<file path="config.mk">
export PLATFORM = sky130hd
export DESIGN_NAME = mem74189_access_ctrl
export DESIGN_NICKNAME = d
export VERILOG_FILES = /design/src/rtl/mem74189_access_ctrl.sv
export SDC_FILE = /design/constraint.sdc
export NUM_CORES = 1
export LEC_CHECK = 0
export ABC_CLOCK_PERIOD_IN_PS = 3800
export CORE_AREA = 3 3 48 61
export DETAILED_ROUTE_END_ITERATION = 10
export DIE_AREA = 0 0 51 64
export PLACE_DENSITY = 0.82
export SYNTH_ARGS = -nofsm -noshare
export SYNTH_HDL_FRONTEND = slang
export SYNTH_SLANG_ARGS = --single-unit
</file>
<file path="constraint.sdc">
create_clock -name clk -period 3.8 [get_ports clk]
set_input_delay 0.76 -clock clk [delete_from_list [all_inputs] [get_ports clk]]
set_output_delay 0.76 -clock clk [all_outputs]
set_load 0.01 [all_outputs]
</file>
<file path="src/rtl/mem74189_access_ctrl.sv">
// Access controller / arbiter for one 16x4 74189-style SRAM with write and read requesters.
// Optional autonomous scan reader enabled by defining MEM_SCAN_EN.
module mem74189_access_ctrl #(
  parameter int ADDR_W     = 4,
  parameter int DATA_W     = 4,
  parameter int STROBE_CYC = 1,
  parameter int SCAN_DIV   = 8
) (
  input  logic              clk,
  input  logic              reset,
  input  logic              wr_req,
  input  logic [ADDR_W-1:0] wr_addr,
  input  logic [DATA_W-1:0] wr_data,
  output logic              wr_gnt,
  output logic              wr_done,
  input  logic              rd_req,
  input  logic [ADDR_W-1:0] rd_addr,
  output logic              rd_gnt,
  output logic              rd_done,
  output logic [DATA_W-1:0] rd_data,
  output logic              mem_cs,
  output logic              mem_we,
  output logic [ADDR_W-1:0] mem_addr,
  output logic [DATA_W-1:0] mem_din,
  input  logic [DATA_W-1:0] mem_dout_n,
  output logic              busy
`ifdef MEM_SCAN_EN
  ,
  output logic [ADDR_W-1:0] scan_addr,
  output logic [DATA_W-1:0] scan_data
`endif
);

  localparam int unsigned STROBE_N = (STROBE_CYC < 1) ? 32'd1 : 32'(STROBE_CYC);
  localparam int unsigned SCAN_N   = (SCAN_DIV < 1) ? 32'd1 : 32'(SCAN_DIV);
  // One timer serves both the strobe length and the idle-to-scan delay.
  localparam int unsigned TMR_MAX  = (STROBE_N > SCAN_N) ? STROBE_N : SCAN_N;
  localparam int unsigned TMR_W    = (TMR_MAX > 1) ? $clog2(TMR_MAX) : 1;

  typedef enum logic [1:0] {S_IDLE, S_SETUP, S_STROBE, S_RECOVER} state_t;
  typedef enum logic [1:0] {OP_WR, OP_RD, OP_SCAN} op_t;

  state_t            state_q, state_d;
  op_t               op_q, op_d;
  logic [TMR_W-1:0]  tmr_q, tmr_d;
  logic              prio_wr_q, prio_wr_d;
  logic              mem_cs_q, mem_cs_d;
  logic              mem_we_q, mem_we_d;
  logic [ADDR_W-1:0] mem_addr_q, mem_addr_d;
  logic [DATA_W-1:0] mem_din_q, mem_din_d;
  logic [DATA_W-1:0] rd_data_q, rd_data_d;
  logic              wr_gnt_q, wr_gnt_d;
  logic              rd_gnt_q, rd_gnt_d;
  logic              wr_done_q, wr_done_d;
  logic              rd_done_q, rd_done_d;
  logic              busy_q, busy_d;
  logic              start_wr_c, start_rd_c, start_scan_c;
  logic              strobe_last_c;
  logic              scan_fire_c;

`ifdef MEM_SCAN_EN
  logic [ADDR_W-1:0] scan_ptr_q, scan_ptr_d;
  logic [ADDR_W-1:0] scan_addr_q, scan_addr_d;
  logic [DATA_W-1:0] scan_data_q, scan_data_d;
  assign scan_fire_c = (tmr_q == TMR_W'(SCAN_N - 1));
`else
  assign scan_fire_c = 1'b0;
`endif

  assign strobe_last_c = (tmr_q == TMR_W'(STROBE_N - 1));

  // State register
  always_ff @(posedge clk or negedge reset) begin
    if (!reset) begin
      state_q <= S_IDLE;
      op_q    <= OP_WR;
    end else begin
      state_q <= state_d;
      op_q    <= op_d;
    end
  end

  // Next-state logic with round-robin arbitration; scan only when nobody asks
  always_comb begin
    state_d      = state_q;
    op_d         = op_q;
    start_wr_c   = 1'b0;
    start_rd_c   = 1'b0;
    start_scan_c = 1'b0;
    case (state_q)
      S_IDLE: begin
        if (wr_req && (!rd_req || prio_wr_q)) begin
          start_wr_c = 1'b1;
          op_d       = OP_WR;
          state_d    = S_SETUP;
        end else if (rd_req) begin
          start_rd_c = 1'b1;
          op_d       = OP_RD;
          state_d    = S_SETUP;
        end else if (scan_fire_c) begin
          start_scan_c = 1'b1;
          op_d         = OP_SCAN;
          state_d      = S_SETUP;
        end
      end
      S_SETUP:   state_d = S_STROBE;
      S_STROBE:  if (strobe_last_c) state_d = S_RECOVER;
      S_RECOVER: state_d = S_IDLE;
      default:   state_d = S_IDLE;
    endcase
  end

  // Output / datapath next values; every visible output is a flop
  always_comb begin
    mem_cs_d   = (state_d == S_IDLE);
    mem_we_d   = !((state_d == S_STROBE) && (op_d == OP_WR));
    busy_d     = (state_d != S_IDLE);
    mem_addr_d = mem_addr_q;
    mem_din_d  = mem_din_q;
    rd_data_d  = rd_data_q;
    prio_wr_d  = prio_wr_q;
    wr_gnt_d   = start_wr_c;
    rd_gnt_d   = start_rd_c;
    wr_done_d  = (state_q == S_RECOVER) && (op_q == OP_WR);
    rd_done_d  = (state_q == S_RECOVER) && (op_q == OP_RD);
    tmr_d      = '0;
`ifdef MEM_SCAN_EN
    scan_ptr_d  = scan_ptr_q;
    scan_addr_d = scan_addr_q;
    scan_data_d = scan_data_q;
`endif

    if (start_wr_c) begin
      mem_addr_d = wr_addr;
      mem_din_d  = wr_data;
      prio_wr_d  = 1'b0;
    end
    if (start_rd_c) begin
      mem_addr_d = rd_addr;
      prio_wr_d  = 1'b1;
    end

`ifdef MEM_SCAN_EN
    if (start_scan_c) mem_addr_d = scan_ptr_q;
    if ((state_q == S_IDLE) && (state_d == S_IDLE)) tmr_d = tmr_q + TMR_W'(1);
`endif

    if ((state_q == S_STROBE) && !strobe_last_c) tmr_d = tmr_q + TMR_W'(1);

    // Capture on the last strobe cycle; the SRAM drives complemented data
    if ((state_q == S_STROBE) && strobe_last_c) begin
      if (op_q == OP_RD) rd_data_d = ~mem_dout_n;
`ifdef MEM_SCAN_EN
      if (op_q == OP_SCAN) begin
        scan_data_d = ~mem_dout_n;
        scan_addr_d = mem_addr_q;
        scan_ptr_d  = scan_ptr_q + ADDR_W'(1);
      end
`endif
    end
  end

  // Datapath and output registers
  always_ff @(posedge clk or negedge reset) begin
    if (!reset) begin
      tmr_q      <= '0;
      prio_wr_q  <= 1'b1;
      mem_cs_q   <= 1'b1;
      mem_we_q   <= 1'b1;
      mem_addr_q <= '0;
      mem_din_q  <= '0;
      rd_data_q  <= '0;
      wr_gnt_q   <= 1'b0;
      rd_gnt_q   <= 1'b0;
      wr_done_q  <= 1'b0;
      rd_done_q  <= 1'b0;
      busy_q     <= 1'b0;
    end else begin
      tmr_q      <= tmr_d;
      prio_wr_q  <= prio_wr_d;
      mem_cs_q   <= mem_cs_d;
      mem_we_q   <= mem_we_d;
      mem_addr_q <= mem_addr_d;
      mem_din_q  <= mem_din_d;
      rd_data_q  <= rd_data_d;
      wr_gnt_q   <= wr_gnt_d;
      rd_gnt_q   <= rd_gnt_d;
      wr_done_q  <= wr_done_d;
      rd_done_q  <= rd_done_d;
      busy_q     <= busy_d;
    end
  end

`ifdef MEM_SCAN_EN
  always_ff @(posedge clk or negedge reset) begin
    if (!reset) begin
      scan_ptr_q  <= '0;
      scan_addr_q <= '0;
      scan_data_q <= '0;
    end else begin
      scan_ptr_q  <= scan_ptr_d;
      scan_addr_q <= scan_addr_d;
      scan_data_q <= scan_data_d;
    end
  end

  assign scan_addr = scan_addr_q;
  assign scan_data = scan_data_q;
`endif

  assign wr_gnt   = wr_gnt_q;
  assign wr_done  = wr_done_q;
  assign rd_gnt   = rd_gnt_q;
  assign rd_done  = rd_done_q;
  assign rd_data  = rd_data_q;
  assign mem_cs   = mem_cs_q;
  assign mem_we   = mem_we_q;
  assign mem_addr = mem_addr_q;
  assign mem_din  = mem_din_q;
  assign busy     = busy_q;

endmodule

</file>
# Word-level counts from Yosys, hierarchy flattened
# Index checks and enable logic that the tools add are counted.
# totals
ff_bits,27
latchBits,0
ram_bits,0
romBits,0
in_bits,20
out_inout_bits,19
word_cells,56
memories,0
# op_classes
addsub,1
n_mul,0
div_mod_pow,0
magnitude_cmp,0
eq_ne,5
shifts,0
muxes,17
n_bitwise,1
reduce_logical,18
# ops
operator,n
$mux W2,6
$logic_not A2 Y1,4
$mux W4,2
$pmux W2 S4,1
$mux W1,7
$eq A2 B2 Y1 const B,3
$logic_and A1 B1 Y1,6
$eq A2 B1 Y1 const B,2
$not A4 Y4,1
$reduce_bool A2 Y1,2
$add A3 B1 Y3 const B,1
$logic_not A1 Y1,3
$logic_not A3 Y1,1
$mux W3,1
$reduce_and A2 Y1,1
$logic_or A1 B1 Y1,1

# Depth between registers and ports, before layout
# Gate-level depths: netlist of run 1.
# depth
ltp_word,8
ltp_mapped,6

# Least setup slack after synthesis of run 1
# Ideal clock, no wire load.
# synth_path
path_type,input to register
start,input rd_req
end,"register mem_we_q, in the netlist mem_we"
setup_ns,0.086
arrival_time_ns,1.493
t_required_ns,3.714
setup_slack_ns,2.222
path_stages,3
path_buffers,0
cell_sequence,nor4b_2 > a211oi_2 > a2111o_1
# synth_between
elab_chain_cells,8
elab_cells_between_ends,13
classes_between,eq/ne: 1; mux: 6; reduce/logical: 6
# synth_rtl
element,line_no,rtl
start: declaration,16,"input logic rd_req,"
$logic_not A1 Y1,92,if (wr_req && (!rd_req || prio_wr_q)) begin
$logic_or A1 B1 Y1,92,
$logic_and A1 B1 Y1,92,
$mux W2 *,92,
$pmux W2 S4 *,90,case (state_q)
net state_d[0],43,"state_t state_q, state_d;"
$eq A2 B2 Y1 *,116,mem_we_d = !((state_d == S_STROBE) && (op_d == OP_WR));
$logic_and A1 B1 Y1 *,116,
$logic_not A1 Y1 *,116,
net mem_we_d,48,"logic mem_we_q, mem_we_d;"
end signal: assignment,182,mem_we_q <= mem_we_d;
end: declaration,48,
# Mark *: on every way through the listed nets, which the timed path passes. The rest lies on a longest branch.
# A chain may end at the register's enable or synchronous reset.

# Worst setup path after layout of run 1
# layout_path
start,"register mem_we_q, in the netlist mem_we"
end,output mem_we
# layout_rtl
element,line_no,rtl
end: declaration,22,"output logic mem_we,"
# No word-level cell between the ends.

==> results of run 1 <==
-- cells by family after synthesis --
kind of cell	after synthesis	synth area share, %
AND/OR/NAND/NOR	29	13.70
AO/OA/AOI/OAI	15	8.954
flip-flops	27	58.58
multiplexers	9	8.198
buffers and inverters	12	4.099
adder cells (fa/ha/maj)	6	6.472
-- power by group --
part	leakage, nW	switching, mW	total (mW)	internal [mW]
clock network	0.0139	0.0844	0.125	0.0404
logic	0.382	0.234	0.525	0.291
registers	0.326	0.0622	0.472	0.410
-- layout make-up --
cell class / count / area share (%)
tap: 33 / 2.578
clock inverter: 1 / 0.4687
inverter: 10 / 2.344
clock buffer: 3 / 1.406
sequential: 27 / 42.42
multi-input combinational: 59 / 27.03
timing repair buffer: 38 / 23.75
-- flip-flops by register name, summed over array words and instances (netlist names) --
| signal | flops |
|---|---|
| tmr_q | 3 |
| mem_din | 4 |
| rd_done | 1 |
| mem_we | 1 |
| mem_addr | 4 |
| state_q | 2 |
| wr_done | 1 |
| wr_gnt | 1 |
| rd_gnt | 1 |
| rd_data | 4 |
| mem_cs | 1 |
| op_q | 2 |
| prio_wr_q | 1 |
| busy | 1 |
-- metal layers --
| metal | track usage, % | part of all wire, % | wire (um) | vias to the layer above |
|---|---|---|---|---|
| li1 | - | - | - | 408 |
| met1 | 16.85 | 37 | 822 | 422 |
| met2 | 30.48 | 56 | 1229 | 28 |
| met3 | 2.564 | 4.9 | 108 | 5 |
| met4 | 7.071 | 2.3 | 50 | 0 |
| met5 | 0 | 0 | 0 | - |
-- metrics by stage --
stage | hold WS [ns] | area (um2)
detailed placement | 0.4464 | 1572
global route | 0.4600 | 1602
global placement | 0.4317 | 1572
CTS | 0.4531 | 1602
floorplan | 0.4229 | 1160
finish | 0.4483 | 1602
-- Yosys cell counts --
| cell | count | area share [%] |
|---|---|---|
| o21a_1 | 1 | 0.65 |
| nor4b_2 | 1 | 1.3 |
| and3_1 | 3 | 1.6 |
| inv_1 | 10 | 3.2 |
| mux2_2 | 4 | 3.9 |
| a21o_1 | 1 | 0.65 |
| nor2_1 | 10 | 3.2 |
| a31oi_1 | 4 | 2.2 |
| or3_1 | 1 | 0.54 |
| or2_2 | 1 | 0.54 |
| a2111o_1 | 1 | 0.97 |
| nand3_1 | 4 | 1.7 |
| and2_1 | 2 | 1.1 |
| a21oi_2 | 1 | 0.76 |
| nor3b_1 | 1 | 0.65 |
| o22ai_1 | 1 | 0.54 |
| o21ai_0 | 5 | 2.2 |
| dfrtp_1 | 24 | 52 |
| a211oi_2 | 1 | 1.1 |
| nor2b_1 | 1 | 0.54 |
| nand2_1 | 4 | 1.3 |
| ha_1 | 6 | 6.5 |
| dfstp_2 | 3 | 6.8 |
| clkbuf_2 | 1 | 0.43 |
| nand2b_4 | 1 | 1.2 |
| buf_2 | 1 | 0.43 |
| mux2i_1 | 5 | 4.3 |
-- final timing paths --
kind / endpoint / cells after the start / slack, ns
setup / recovery: mem_we / 1 / 1.62
hold / removal: wr_done$_DFF_PN0_ / 1 / 0.45
setup reg to reg: mem_we$_DFF_PN1_ / 5 / 2.13
hold reg to reg: wr_done$_DFF_PN0_ / 1 / 0.45
max in group asynchronous: tmr_q[1]$_DFF_PN0_ / 1 / 2.13
min in group asynchronous: mem_addr[0]$_DFFE_PN0P_ / 1 / 1.00
==> qor.csv, run 1 <==
stage,metric,value,unit
global_routing,antenna_found_initial,0,
drt,via_per_inst,5.047,
sta,fin_skew,0.01573,ns
clocking,clockBufferDepth,2,
die,core-area,0.002427,mm2
global_routing,track_usage,16.12,%
finish,nets,165,
sta,finalHoldViolations,0,
critical_path,crit_path_start_kind,flip-flop,
sta,slew_viol_final,0,
critical_path,cp_slowest_stage_delay,0.55,ns
logic_synthesis,synthDistinctLibCells,27,
sta,fin_crit,2.179,ns
logic_synthesis,ys_warn_count,0,
sta,setup_ws,1.621,ns
finish,antennaDiodeCount,0,
placed_design,place_congestion,0.8179,
die,fp.dieH,64,um
critical_path,cpLargestDelayFamily,flip-flops,
drt,drt_pre_antenna_iters,4,
finish,multi_input_area,432.9,um2
power,power,1.122,mW
critical_path,setup.worst_path.end_class,output port,
power,vdd_ir_drop_max,0.4587,mV
finish,layout-drive-gt1-share,11.59,%
finish,fin_util,65.98,%
critical_path,r2r-start,state_q[0]$_DFF_PN0_,
hold_path,min-delay-start,op_q[1]$_DFF_PN0_,
sta,max_slew_margin,26.26,%
logic_synthesis,ys_seq_area_share,58.58,%
power,power_density,700.6,mW/mm2
sta,setup_viol,0,
clocking,cts-htree-levels,1,
critical_path,worstPathCellList,clkdlybuf4s50_1,
die,rows,20,
clocking,cts_hold_buf,0,
power,cellLeakagePower,0.7213,nW
global_routing,grt_max_degree,28,
clocking,cts.clk_slew.worst_paths,0.15,ns
finish,regArea,679.4,um2
die,dieWidth,51,um
global_routing,grt-ovfl-total,0,
logic_synthesis,synth_fp_nets,124,
finish,syn_to_final_growth,38.08,%
clocking,cts_tree,built,
sta,fmax,459.0,MHz
drt,ant_nets,0,
sta,grt_setup_unrepaired,no,
sta,setup_tns,0,ns
drt,wl,2.210,mm
finish,mostFrequentLayoutCell,clkdlybuf4s50_1,
logic_synthesis,synth_area_per_cell,11.84,um2
critical_path,crit_buf_inv,1,
drt,vias,863,
placed_design,dp.cells,167,
global_routing,grt_pass1_vias,957,
critical_path,critical_path.max_fanout,1,
die,num_io_pins,39,
logic_synthesis,synthCells,98,
die,die_area,0.003264,mm2
critical_path,cp_slowest_cell,dfstp_2,
clocking,cts_setup_buffers,0,
global_routing,grt_pass1_wl,3.981,mm
finish,fin_cells,171,
die,start_util,47.78,%
drt,drc,0,
outcome,outcome,finished clean,
sta,worst_slew_pin_slew,1.103,ns
job,max_cap_violations,0,
clocking,clk_latency,0.33,ns
placed_design,pre_cts_ws,1.517,ns
logic_synthesis,syn_area,0.001160,mm2
clocking,clkSinkCount,27,
finish,fillerInstances,201,
sta,min_period_over_period,57.33,%
logic_synthesis,ys_seq_elements,27,
clocking,clock-root-buffer,clkbuf_4,
drt,drtIter0Drc,6,
hold_path,hold_class,reg2reg,
finish,layout_common_cells,"clkdlybuf4s50_1, dfrtp_1, inv_1, nor2_1, ha_1",
clocking,cts_resized,0,
clocking,cts_buffers,3,
critical_path,crit_path_start,mem_we$_DFF_PN1_,
placed_design,io_buffer_count,38,
drt,wire_per_inst,12.92,um
critical_path,worstSetupPathType,reg2out,
placed_design,dp_hpwl,1.797,mm
critical_path,crit_required,3.04,ns
critical_path,worstPathArrival,1.42,ns
Note: power is estimated with default switching activity, not from simulation.
==> run 2, diff against run 1 <==
==> config.mk (replaced) <==
export PLATFORM = sky130hd
export DESIGN_NAME = mem74189_access_ctrl
export DESIGN_NICKNAME = d
export VERILOG_FILES = /design/src/rtl/mem74189_access_ctrl.sv
export SDC_FILE = /design/constraint.sdc
export NUM_CORES = 1
export LEC_CHECK = 0
export ABC_CLOCK_PERIOD_IN_PS = 2200
export CORE_AREA = 3 3 50 64
export DETAILED_ROUTE_END_ITERATION = 10
export DIE_AREA = 0 0 53 67
export PLACE_DENSITY = 0.75
export SYNTH_ARGS = -nofsm -noshare
export SYNTH_HDL_FRONTEND = slang
export SYNTH_SLANG_ARGS = --single-unit
==> constraint.sdc (replaced) <==
create_clock -name clk -period 2.2 [get_ports clk]
set_input_delay 0.44 -clock clk [delete_from_list [all_inputs] [get_ports clk]]
set_output_delay 0.44 -clock clk [all_outputs]
set_load 0.01 [all_outputs]
==> run 2 against run 1 <==
Net effect:
- clock power is 71% higher
- die area is 8.8% higher
- setup slack worse by 1.3 ns
- critical path type unchanged
- combinational power is 78% higher
- sequential power is 72% higher
- critical path depth stayed put
- highest routed layer unchanged
- power is 75% higher
- sequential cell count stayed put
- routed wire length is 5.7% higher
- worst hold slack better by 0.020 ns
==> qor.csv, run 2 (synthesis results as in run 1) <==
stage,metric,value,unit,change
finish,layout-drive-gt1-share,12.86,%,was 11.59%
clocking,cts_hold_buf,0,,unchanged
clocking,clockBufferDepth,2,,unchanged
sta,grt_setup_unrepaired,no,,unchanged
critical_path,crit_buf_inv,1,,unchanged
finish,mostFrequentLayoutCell,clkdlybuf4s50_1,,unchanged
finish,nets,167,,was 165
drt,ant_nets,0,,unchanged
clocking,cts_resized,0,,unchanged
clocking,cts_setup_buffers,0,,unchanged
finish,layout_common_cells,"clkdlybuf4s50_1, dfrtp_1, inv_1, nor2_1, ha_1",,unchanged
sta,fin_crit,1.840,ns,
critical_path,worstPathCellList,clkdlybuf4s50_1,,unchanged
finish,fillerInstances,232,,was 201
sta,finalHoldViolations,0,,unchanged
finish,syn_to_final_growth,39.27,%,was 38.08%
die,num_io_pins,39,,unchanged
global_routing,grt_max_degree,28,,unchanged
sta,fin_skew,0.002288,ns,was 0.01573 ns
placed_design,pre_cts_ws,0.2911,ns,was 1.517 ns
clocking,cts-htree-levels,1,,unchanged
outcome,outcome,finished clean,,unchanged
sta,setup_tns,0,ns,unchanged
die,start_util,43.71,%,was 47.78%
drt,drc,0,,unchanged
critical_path,worstRegToRegCells,5,,unchanged
power,power_density,1213,mW/mm2,was 700.6 mW/mm2
finish,fin_util,60.87,%,was 65.98%
critical_path,worstPathArrival,1.40,ns,was 1.42 ns
clocking,clk_latency,0.33,ns,about the same
power,power,1.960,mW,was 1.122 mW
sta,setup_viol,0,,unchanged
sta,setup_ws,0.3596,ns,was 1.621 ns
global_routing,track_usage,15.55,%,was 16.12%
critical_path,worstSetupPathType,reg2out,,unchanged
global_routing,grt_pass1_vias,894,,was 957
finish,antennaDiodeCount,0,,unchanged
critical_path,cp_slowest_stage_delay,0.55,ns,about the same
sta,min_period_over_period,83.65,%,
critical_path,rrSetupSlack,0.54,ns,was 2.13 ns
placed_design,dp.cells,170,,was 167
clocking,cts_tree,built,,unchanged
power,vdd_ir_drop_max,0.5874,mV,was 0.4587 mV
critical_path,r2r-start,state_q[0]$_DFF_PN0_,,unchanged
drt,drtIter0Drc,13,,was 6
global_routing,grt-ovfl-total,0,,unchanged
sta,max_slew_margin,78.00,%,was 26.26%
sta,slew_viol_final,0,,unchanged
placed_design,placed_area,0.001588,mm2,was 0.001572 mm2
sta,worst_slew_pin_slew,0.3299,ns,was 1.103 ns
sta,fmax,543.4,MHz,
critical_path,setup.worst_path.end_class,output port,,unchanged
die,rows,21,,was 20
drt,wire_per_inst,13.43,um,was 12.92 um
placed_design,place_congestion,0.8468,,was 0.8179
clocking,clock-root-buffer,clkbuf_4,,unchanged
critical_path,critical_path.max_fanout,1,,unchanged
finish,design_area,0.001615,mm2,was 0.001602 mm2
critical_path,crit_required,1.76,ns,was 3.04 ns
critical_path,r2r_end,mem_din[0]$_DFFE_PN0P_,,was mem_we$_DFF_PN1_
die,die_area,0.003551,mm2,was 0.003264 mm2
clocking,cts_buffers,3,,unchanged
job,max_cap_violations,0,,unchanged
global_routing,grt_pass1_wl,3.995,mm,was 3.981 mm
critical_path,cp_slowest_cell,dfstp_2,,unchanged
global_routing,antenna_found_initial,0,,unchanged
critical_path,crit_path_start_kind,flip-flop,,unchanged
drt,wl,2.337,mm,was 2.210 mm
sta,timing.hold.ws,0.4684,ns,was 0.4483 ns
clocking,clkSinkCount,27,,unchanged
clocking,cts.clk_slew.worst_paths,0.14,ns,was 0.15 ns
placed_design,io_buffer_count,38,,unchanged
die,dieWidth,53,um,was 51 um
hold_path,hold_class,in2async,,was reg2reg
placed_design,dp_hpwl,1.877,mm,was 1.797 mm
critical_path,cpLargestDelayFamily,flip-flops,,unchanged
finish,fin_cells,174,,was 171
drt,vias,891,,was 863
power,cellLeakagePower,0.7350,nW,was 0.7213 nW
drt,drt_pre_antenna_iters,4,,unchanged
drt,via_per_inst,5.121,,was 5.047
die,fp.dieH,67,um,was 64 um
die,core-area,0.002654,mm2,was 0.002427 mm2
==> run 2: changes by cell type in the layout (fill, tap and decap cells not counted), sizes merged <==
cell      change
buf           +2
clkinv        +1
clkinvlp      -1
==> run 2: power by group <==
group          internal, mW  total (mW)  switching, mW
clock network        0.0683       0.214          0.146
logic                 0.514       0.932          0.417
registers             0.708       0.814          0.107
==> run 2: layout make-up <==
type | count | area [um2] | share of cell area [%]
Clock buffer | 3 | 22.52 | 1.394
Clock inverter | 1 | 5.005 | 0.3098
Inverter | 10 | 37.54 | 2.324
Multi-Input combinational cell | 59 | 432.9 | 26.80
Sequential cell | 27 | 679.4 | 42.06
Tap cell | 34 | 42.54 | 2.634
Timing Repair Buffer | 40 | 395.4 | 24.48
==> run 2: how the worst max path moves through the flow <==
stage                               startpoint  depth (start not counted)  slack [ns]                     end
after global placement                  wr_req                          4        0.35  mem_din[2]$_DFFE_PN0P_
final                         mem_we$_DFF_PN1_                          1        0.36                  mem_we
after detailed placement                wr_req                          4        0.29  mem_din[2]$_DFFE_PN0P_
after CTS                     mem_we$_DFF_PN1_                          1        0.33                  mem_we
after floorplan           state_q[0]$_DFF_PN0_                          5        0.76  mem_din[0]$_DFFE_PN0P_
after global routing          mem_we$_DFF_PN1_                          1        0.31                  mem_we
==> run 2: per-layer routing <==
layer	track usage [%]	up-vias	routed length, um
li1	-	414	-
met1	18.65	451	945
met2	26.55	21	1241
met3	1.566	5	89
met4	8.626	0	61
met5	0	-	0
==> run 3, diff against run 2 <==
==> config.mk (replaced) <==
export PLATFORM = sky130hd
export DESIGN_NAME = mem74189_access_ctrl
export DESIGN_NICKNAME = d
export VERILOG_FILES = /design/src/rtl/mem74189_access_ctrl.sv
export SDC_FILE = /design/constraint.sdc
export NUM_CORES = 1
export LEC_CHECK = 0
export ABC_CLOCK_PERIOD_IN_PS = 1500
export CORE_AREA = 3 3 53 67
export DETAILED_ROUTE_END_ITERATION = 10
export DIE_AREA = 0 0 56 70
export PLACE_DENSITY = 0.71
export SYNTH_ARGS = -nofsm -noshare
export SYNTH_HDL_FRONTEND = slang
export SYNTH_SLANG_ARGS = --single-unit
==> constraint.sdc (replaced) <==
create_clock -name clk -period 1.5 [get_ports clk]
set_input_delay 0.3 -clock clk [delete_from_list [all_inputs] [get_ports clk]]
set_output_delay 0.3 -clock clk [all_outputs]
set_load 0.01 [all_outputs]
==> run 3 against run 2 <==
Net effect:
- clock power is 40% higher
- sequential power is 44% higher
- die area is 10% higher
- highest routed layer unchanged
- critical path depth is 4 higher
- critical path type is now reg2reg
- clock skew is 0.0040 ns higher
- global-route usage is 1.8 points lower
- setup slack worse by 0.34 ns
- largest cell class unchanged
- sequential share of layout area is 2.2 points lower
- combinational power is 51% higher
- count of clock-buffer cells in the layout stayed put
- routed wire length is 9.1% higher
==> qor.csv, run 3 (synthesis results as in run 1) <==
stage,metric,value,unit,change
outcome,outcome,finished clean,,unchanged
die,dieWidth,56,um,was 53 um
drt,wire_per_inst,13.70,um,was 13.43 um
critical_path,crit_path_start_kind,flip-flop,,unchanged
power,power_switching,1.018,mW,was 0.6699 mW
clocking,clockBufferDepth,2,,unchanged
placed_design,place_congestion,0.7430,,was 0.8468
clocking,clk_latency,0.31,ns,was 0.33 ns
global_routing,antenna_found_initial,0,,unchanged
finish,fillerInstances,267,,was 232
finish,layout-drive-gt1-share,21.33,%,was 12.86%
sta,worst_slew_pin_slew,0.3370,ns,was 0.3299 ns
sta,setup_tns,0,ns,unchanged
clocking,clkSinkCount,27,,unchanged
clocking,cts_hold_buf,0,,unchanged
die,num_io_pins,39,,unchanged
power,vdd_ir_drop_max,0.9709,mV,was 0.5874 mV
critical_path,crit_path_start,state_q[1]$_DFF_PN0_,,was mem_we$_DFF_PN1_
drt,drc,0,,unchanged
die,core-area,0.002973,mm2,was 0.002654 mm2
power,power,2.883,mW,was 1.960 mW
sta,setup_ws,0.02133,ns,was 0.3596 ns
critical_path,worstPathArrival,1.73,ns,was 1.40 ns
global_routing,grt-ovfl-total,0,,unchanged
sta,max_slew_margin,77.53,%,was 78.00%
placed_design,dp_hpwl,1.998,mm,was 1.877 mm
critical_path,worstSetupPathType,reg2reg,,was reg2out
global_routing,track_usage,13.77,%,was 15.55%
finish,syn_to_final_growth,47.03,%,was 39.27%
sta,grt_setup_unrepaired,yes,,was no
placed_design,pre_cts_ws,-0.1934,ns,was 0.2911 ns
sta,fmax,676.3,MHz,
sta,setup_viol,0,,unchanged
hold_path,hold_class,in2async,,unchanged
placed_design,placed_area,0.001650,mm2,was 0.001588 mm2
die,fp.dieH,70,um,was 67 um
finish,design_area,0.001705,mm2,was 0.001615 mm2
placed_design,io_buffer_count,38,,unchanged
drt,drt_pre_antenna_iters,4,,unchanged
die,die_area,0.003920,mm2,was 0.003551 mm2
clocking,cts_tree,built,,unchanged
drt,vias,901,,was 891
critical_path,r2r-start,state_q[1]$_DFF_PN0_,,was state_q[0]$_DFF_PN0_
critical_path,r2r_end,mem_we$_DFF_PN1_,,was mem_din[0]$_DFFE_PN0P_
drt,drtIter0Drc,29,,was 13
critical_path,setup.worst_path.end_class,flip-flop,,was output port
critical_path,critical_path.max_fanout,3,,was 1
clocking,cts.clk_slew.worst_paths,0.14,ns,about the same
critical_path,rrSetupSlack,0.02,ns,was 0.54 ns
finish,antennaDiodeCount,0,,unchanged
drt,wl,2.549,mm,was 2.337 mm
sta,slew_viol_final,0,,unchanged
die,start_util,39.02,%,was 43.71%
finish,mostFrequentLayoutCell,dfrtp_1,,was clkdlybuf4s50_1
power,power.share.sequential,40.7,%,was 41.5%
finish,nets,177,,was 167
sta,fin_crit,1.479,ns,
drt,via_per_inst,4.844,,was 5.121
power,power_density,1691,mW/mm2,was 1213 mW/mm2
job,max_cap_violations,0,,unchanged
clocking,cts_buffers,3,,unchanged
critical_path,worstRegToRegCells,5,,unchanged
critical_path,crit_required,1.76,ns,about the same
power,pwr-share-clk,10.4,%,was 10.9%
sta,finalHoldViolations,0,,unchanged
sta,min_period_over_period,98.58,%,
power,cellInternalPower,1.866,mW,was 1.290 mW
clocking,cts-htree-levels,1,,unchanged
power,swShare,35.30,%,was 34.18%
drt,ant_nets,0,,unchanged
clocking,clock-root-buffer,clkbuf_4,,unchanged
global_routing,grt_pass1_wl,4.333,mm,was 3.995 mm
finish,layout_common_cells,"dfrtp_1, clkdlybuf4s50_1, dlygate4sd2_1, buf_4",,"was clkdlybuf4s50_1, dfrtp_1, inv_1, nor2_1, ha_1"
power,cellLeakagePower,0.8452,nW,was 0.7350 nW
global_routing,grt_pass1_vias,973,,was 894
sta,fin_skew,0.006313,ns,was 0.002288 ns
global_routing,grt_max_degree,28,,unchanged
die,rows,22,,was 21
power,p_comb_share,48.9,%,was 47.5%
sta,timing.hold.ws,0.3381,ns,was 0.4684 ns
[run 3: changes by cell type in the layout (fill, tap and decap cells not counted), moves of 2 or more]
| cell | delta |
|---|---|
| dlygate4sd2_1 | +17 |
| clkdlybuf4s50_1 | -19 |
| dlymetal6s2s_1 | +2 |
| ha_2 | +3 |
| buf_4 | +10 |
| ha_1 | -3 |
[run 3: critical path, cell delays in order (launching register included)]
cell	delay (ns)
dfrtp_1	0.43
inv_1	0.09
ha_2	0.20
nor4b_4	0.22
a211oi_2	0.10
a2111o_1	0.39
[run 3: metrics by stage]
| step | instances | util [%] |
|---|---|---|
| 6_report | 186 | 57.37 |
| 5_1_grt | 186 | 57.37 |
| 4_1_cts | 184 | 56.14 |
| 3_5_place_dp | 180 | 55.51 |
| 3_3_place_gp | 180 | 55.51 |
| 2_1_floorplan | 98 | - |
[run 3: timing repair]
item | CTS | global route
setup endpoints to repair | 20 | 13
gates cloned | 0 | 0
setup buffers | 0 | 2
resized for setup | 19 | 6
[run 3: power by group through the flow]
stage	combinational, mW	clock, mW	sequential [mW]
after floorplan	0.606	0	1.31
after global placement	1.46	0	1.19
after detailed placement	1.49	0	1.21
after CTS	1.37	0.307	1.18
after global routing	1.55	0.335	1.21
final	1.41	0.299	1.17
[run 3: how the worst max path moves through the flow]
stage                                  end  slack [ns]  cells past startpoint
global route        mem_din[3]$_DFFE_PN0P_       -0.05                      5
floorplan           mem_din[0]$_DFFE_PN0P_        0.06                      5
CTS                                 rd_gnt       0.003                      1
finish                    mem_we$_DFF_PN1_        0.02                      5
detailed placement  mem_din[2]$_DFFE_PN0P_       -0.19                      4
global placement    mem_din[0]$_DFFE_PN0P_       -0.14                      4
[run 3: layout make-up]
type | instances | area [um2] | share of cell area [%]
Tap cell | 36 | 45.04 | 2.641
Multi-Input combinational cell | 59 | 461.7 | 27.07
Clock inverter | 1 | 5.005 | 0.2935
Inverter | 10 | 37.54 | 2.201
Timing Repair Buffer | 50 | 454.2 | 26.63
Sequential cell | 27 | 679.4 | 39.84
Clock buffer | 3 | 22.52 | 1.321
[run 3: layer usage]
| metal | vias to the layer above | GRT usage (%) | wire [um] |
|---|---|---|---|
| li1 | 433 | - | - |
| met3 | 2 | 1.294 | 103 |
| met2 | 23 | 24.19 | 1408 |
| met5 | - | 0 | 0 |
| met1 | 443 | 15.92 | 995 |
| met4 | 0 | 8.179 | 41 |
